==> src/rtl/hazard_ctrl.sv <==
// Load-use / branch-flush / mult-div stall controller for the five-stage pipeline.
// Define HAZARD_MDU_EN to build the multi-cycle mult/div occupancy tracking.
module hazard_ctrl #(
  parameter int MULT_CYCLES = 4,
  parameter int DIV_CYCLES  = 32,
  parameter int CNT_W       = 6
) (
  input  logic       clk,
  input  logic       rst_n,
  input  logic [4:0] id_rs,
  input  logic [4:0] id_rt,
  input  logic       id_uses_rt,
  input  logic       ex_memread,
  input  logic [4:0] ex_rt,
  input  logic       branch_taken,
  input  logic       ex_mdu_start,
  input  logic       ex_mdu_op,
  output logic       pc_write,
  output logic       ifid_write,
  output logic       idex_write,
  output logic       idex_bubble,
  output logic       ifid_flush,
  output logic       mdu_busy,
  output logic       mdu_done
);

  typedef enum logic [1:0] {RUN, LDSTALL, MDU, FLUSH} state_t;

  state_t state_q, state_d;
  logic   load_use;

  assign load_use = ex_memread && (ex_rt != 5'd0) &&
                    ((ex_rt == id_rs) || (id_uses_rt && (ex_rt == id_rt)));

`ifdef HAZARD_MDU_EN
  logic [CNT_W-1:0] cnt_q, cnt_d;
`else
  localparam int unused_params = MULT_CYCLES + DIV_CYCLES + CNT_W;
  logic unused_inputs;
  assign unused_inputs = ^{ex_mdu_start, ex_mdu_op, unused_params[0]};
`endif

  always_comb begin
    pc_write    = 1'b1;
    ifid_write  = 1'b1;
    idex_write  = 1'b1;
    idex_bubble = 1'b0;
    ifid_flush  = 1'b0;
    mdu_busy    = 1'b0;
    mdu_done    = 1'b0;
    state_d     = state_q;
`ifdef HAZARD_MDU_EN
    cnt_d       = cnt_q;
`endif
    if (!rst_n) begin
      state_d = RUN;
`ifdef HAZARD_MDU_EN
      cnt_d   = '0;
`endif
    end else if (branch_taken) begin
      // Branch wins in every state and aborts any running mult/div silently.
      ifid_flush  = 1'b1;
      idex_bubble = 1'b1;
      state_d     = FLUSH;
`ifdef HAZARD_MDU_EN
      cnt_d       = '0;
`endif
    end else begin
      unique case (state_q)
        RUN: begin
`ifdef HAZARD_MDU_EN
          if (ex_mdu_start) begin
            pc_write   = 1'b0;
            ifid_write = 1'b0;
            idex_write = 1'b0;
            mdu_busy   = 1'b1;
            cnt_d      = ex_mdu_op ? CNT_W'(DIV_CYCLES - 1) : CNT_W'(MULT_CYCLES - 1);
            state_d    = MDU;
          end else
`endif
          if (load_use) begin
            pc_write    = 1'b0;
            ifid_write  = 1'b0;
            idex_bubble = 1'b1;
            state_d     = LDSTALL;
          end
        end
`ifdef HAZARD_MDU_EN
        MDU: begin
          if (cnt_q != '0) begin
            pc_write   = 1'b0;
            ifid_write = 1'b0;
            idex_write = 1'b0;
            mdu_busy   = 1'b1;
            cnt_d      = cnt_q - 1'b1;
          end else begin
            mdu_done = 1'b1;
            state_d  = RUN;
          end
        end
`endif
        default: state_d = RUN;
      endcase
    end
  end

  always_ff @(posedge clk) begin
    if (!rst_n) begin
      state_q <= RUN;
`ifdef HAZARD_MDU_EN
      cnt_q   <= '0;
`endif
    end else begin
      state_q <= state_d;
`ifdef HAZARD_MDU_EN
      cnt_q   <= cnt_d;
`endif
    end
  end

endmodule

==> config.mk <==
export PLATFORM = sky130hd
export DESIGN_NAME = hazard_ctrl
export DESIGN_NICKNAME = d
export VERILOG_FILES = /design/src/rtl/hazard_ctrl.sv
export SDC_FILE = /design/constraint.sdc
export NUM_CORES = 1
export LEC_CHECK = 0
export BUFFER_PORTS_ARGS = -buffer_cell sky130_fd_sc_hd__buf_2
export CELL_PAD_IN_SITES_DETAIL_PLACEMENT = 1
export CELL_PAD_IN_SITES_GLOBAL_PLACEMENT = 2
export CORE_MARGIN = 2
export CORE_UTILIZATION = 13
export DETAILED_ROUTE_END_ITERATION = 16
export PLACE_DENSITY_LB_ADDON = 0.12
export SETUP_SLACK_MARGIN = 0.4
export SLEW_MARGIN = 10
export SYNTH_ARGS = -nofsm -noshare
export SYNTH_HDL_FRONTEND = slang
export SYNTH_SLANG_ARGS = --single-unit
==> constraint.sdc <==
create_clock -name clk -period 1.4 [get_ports clk]
set_input_delay 0.07 -clock clk [delete_from_list [all_inputs] [get_ports clk]]
set_output_delay 0.07 -clock clk [all_outputs]
set_load 0.01 [all_outputs]
---- Word-level counts from Yosys, hierarchy flattened ----
Cells that the tools add are included.
W data, S select, Z words.
operators by class
  eq/ne operators ......................... 3
  muxes and demuxes ....................... 13
  reduce and logical (&&, ||, !) cells .... 6
operators by type and width
  operator              number
  $eq A5 B5 Y1          2
  $mux W1               10
  $mux W2               3
  $reduce_bool A5 Y1    1
  $logic_and A1 B1 Y1   3
  $ne A3 B3 Y1 const B  1
  $logic_not A2 Y1      1
  $logic_or A1 B1 Y1    1
storage, ports and cells
  flip-flop bits (word level) ............. 2
  output and inout port bits .............. 7
  word-level logic and storage cells ...... 23

---- Depth between registers and ports, before layout ----
  depth after elaboration ................. 8
  mapped depth ............................ 5
  mapped depth without buffers ............ 4

---- Least setup slack after synthesis ----
OpenSTA, ideal clock, no wires.
  path kind ............................... input to output
  start point ............................. input port ex_rt[3]
  end point ............................... output port pc_write
  arrival ................................. 1159 ps
  data required time ...................... 1330 ps
  slack ................................... 171 ps
  stages on the path ...................... 5
  buffers on the path ..................... 1
  path through ............................ xor2_1 > nor4_2 > a32oi_1 > or3_1 > buf_4
on the way
  cells in the longest elaborated chain, start to end .. 8
  elaborated cells on any way between the ends .. 11
  classes of those cells .................. eq/ne (2); mux (4); reduce/logical (5)
RTL lines
  what                     line  source
  start: declaration       14    input logic [4:0] ex_rt,
  $eq A5 B5 Y1             33    ((ex_rt == id_rs) || (id_uses_rt && (ex_rt == id_rt)));
  $logic_and A1 B1 Y1      33
  $logic_or A1 B1 Y1       33
  $logic_and A1 B1 Y1 *    32    assign load_use = ex_memread && (ex_rt != 5'd0) &&
  $mux W1 * (4 in series)  n/a
  end: declaration         18    output logic pc_write,
Mark *: on every way between the ends. The rest lies on a longest branch, timed or not.

---- Final worst setup path ----
  start point ............................. register state_q[1]
  end point ............................... output port pc_write
on the way
  cells in the longest elaborated chain, start to end .. 4
RTL lines
  what                      line  source
  start: declaration        29    state_t state_q, state_d;
  start signal: assignment  114   state_q <= state_d;
  $logic_not A2 Y1          69    unique case (state_q)
  $mux W1                   69
  $mux W1                   60    end else if (branch_taken) begin
  $mux W1                   55    if (!rst_n) begin
No other way between the ends.

==> qor.csv <==
stage,metric,value,unit
status,status,completed,
floorplanning,chip width,47.88,um
floorplanning,core region area,1764,sq um
layout,Multi-input gate area,216.5,sq um
clock_network,Bufs on Longest Clock Path,2,
grt,aggregate global routing overflow,0,
logic_synthesis,register area share after synthesis,16.00,%
setup_path,Worst EP required,1330,ps
grt,first-pass GRT wire length,1069,um
setup_path,cells on worst reg2reg path,4,
hold_path,Hold Crit Class,in -> reg,
logic_synthesis,Compound-Gate Fraction of Synth Area,11.50,%
floorplanning,Cell Rows,15,
floorplanning,Die Span Y,47.88,um
clock_network,Clock Latency Late Sink,220,ps
hold_path,WHS Endpoint,state_q[1],
setup_path,FF-to-FF setup slack,500,ps
floorplanning,die area,2292,sq um
detailed_routing,DR vias,290,
grt,initial antenna violation count,0,
place,HPWL after detailed placement,641.3,um
clock_network,Worst-path clk slew,30,ps
logic_synthesis,Adder-Cell Fraction of Synth Area,0,%
detailed_routing,Post-Route WL,726,um
setup_path,reg-to-reg endpoint,state_q[0],
logic_synthesis,Unique masters post-synth,15,
place,Port Buffers,23,
timing,Fmax,733.7,MHz
clock_network,Num CTS Buffers,3,
timing,Layout Skew,0.1794,ps
layout,Ant. Diodes,0,
grt,GRT Util Overall,6.975,%
logic_synthesis,Synth area leader,xor2_1,
place,gpl congestion,0.5705,
logic_synthesis,largest family of logic cells by synthesized area,XOR/XNOR gates,
logic_synthesis,synthesized instance count,31,
run,maxcap violations,0,
setup_path,Critical Path Source Type,flop,
timing,Setup TNS Final,0,ps
clock_network,Clock Sinks,2,
logic_synthesis,area share of the largest cell type after synthesis,31.50,%
setup_path,FF-to-FF Start,state_q[1],
layout,"most common cell after layout, fill and taps aside",buf_2,
floorplanning,Starting Density,14.18,%
timing,"Slew Viols, Final",0,
timing,final setup vio count,0,
logic_synthesis,Synth Register Bits,2,
detailed_routing,drt pass-1 iters,3,
logic_synthesis,XOR/XNOR share of the synthesized area,35.00,%
layout,Biggest register,state_q,
clock_network,Hold Buf Count CTS,0,
timing,min cycle time layout,1363,ps
logic_synthesis,Syn. warnings,0,
hold_path,min-delay src,rst_n,
floorplanning,Ports,29,
hold_path,depth of the worst hold-timing path,2,
clock_network,CTS tree,built,
layout,max reg flops,2,
timing,RSZ-0062 raised after global routing,true,
detailed_routing,post-route antenna net violation count,0,
setup_path,crit path kind,reg -> out,
grt,vias in the first global route,291,
power,VDD IR max,0.2187,mV
detailed_routing,DRC viols,0,
clock_network,Root Driver,clkbuf_4,
power,LEAKAGE,0.2132,nW
timing,final hold violation count,0,
timing,final period utilization,97.36,%
setup_path,worst-path fanout max,2,
layout,share of post-route cells with drive strength above 1,62.50,%
logic_synthesis,Avg Inst Size Synth,8.072,sq um
setup_path,Worst EP arrival,1290,ps
power,Total Power,0.2905,mW
detailed_routing,Vias/cell,3.580,
grt,largest net degree at the start of global routing,4,
clock_network,H-Tree Level Count,1,
layout,Reg area,40.04,sq um
logic_synthesis,post-synthesis mux area share,0,%
layout,fin nets,80,
logic_synthesis,largest cells by area after synthesis,"xor2_1 (31%), dfxtp_1 (16%), buf_4 (12%)",
layout,most frequent cells in the layout,"buf_2 (18), xor2_1 (7), buf_6 (4)",
logic_synthesis,synthesized cell area,250.2,sq um
detailed_routing,DR iter-0 viols,2,
layout,biggest regs,state_q x2,
layout,fill count,239,
detailed_routing,Wirelength per Cell,8.963,um
layout,area added between synthesis and finish,87.00,%
power,P per Cell Area,620.8,nW/um^2
setup_path,Worst Setup End Kind,output port,
logic_synthesis,post-synthesis simple-gate area fraction,22.50,%
-- Yosys cell counts --
cell and count:
dfxtp_1 2, nand2_1 1, nor2_1 1, buf_4 4, nor3_1 2, xnor2_1 1, o21bai_1 2, a32oi_1 1
conb_1 2, o21ai_1 1, nor4_2 1, xor2_1 9, or3_1 1, or4_1 1, and2_1 2
-- timing repair --
item,4_1_cts,5_1_grt
endpoints found under the hold margin,0,0
endpoints found under the setup margin,3,4
gates resized for setup,9,3
setup buffers,1,0
pin swaps,7,4
cloned,0,0
-- metal layers --
metal  part of all wire (%)  GRT usage [%]
met2                     52          12.27
met5                      0              0
met1                     40          7.489
met3                    7.4          1.132
met4                      0          4.865
-- report_power, final --
part | internal, mW | total [mW] | switching [mW] | leakage (nW)
Combinational | 0.0558 | 0.101 | 0.0450 | 0.183
Sequential | 0.0608 | 0.0621 | 0.00132 | 0.0167
Clock | 0.0946 | 0.128 | 0.0330 | 0.0138
-- how the worst max path moves through the flow --
stage                     cells after the start        from  slack, ps         end
after floorplan                               5    ex_rt[3]        210    pc_write
after global placement                        6    ex_rt[3]         40    pc_write
after detailed placement                      6    ex_rt[3]         40    pc_write
after CTS                                     4  state_q[1]          7    pc_write
after global routing                          4  state_q[1]        -30  ifid_write
final                                         4  state_q[1]         40    pc_write
-- worst max-delay path, cell delays in order (launching register included) --
cell and delay [ps]:
dfxtp_1 290, nor3_2 180, o21ai_2 90, or3_4 360, buf_2 150
-- metrics by stage --
| step | hold slack, ps | cell area, sq um | worst slack [ps] | cells | utilization (%) |
|---|---|---|---|---|---|
| 2_1_floorplan | 191.7 | 259.0 | 205.6 | 32 | - |
| 3_3_place_gp | 315.4 | 382.9 | 43.25 | 77 | 21.70 |
| 3_5_place_dp | 308.7 | 382.9 | 42.76 | 77 | 21.70 |
| 4_1_cts | 72.33 | 451.7 | 6.530 | 81 | 25.60 |
| 5_1_grt | 88.46 | 467.9 | -32.91 | 81 | 26.52 |
| 6_report | 79.21 | 467.9 | 36.98 | 81 | 26.52 |
-- cells by family (layout without fill, tap and decap cells) --
group                  Yosys count  count (layout)
AO/OA/AOI/OAI                    4               4
flip-flops                       2               2
AND/OR/NAND/NOR                  9               9
buffers and inverters            4              28
XOR/XNOR                        10              10
other                            2               3
-- layout make-up --
type	instances	share of cell area, %
tap	25	6.684
multi-input combinational	26	46.26
timing repair buffer	25	33.69
sequential	2	8.556
clock buffer	3	4.813
No activity file was read; power rests on OpenSTA's default activity.
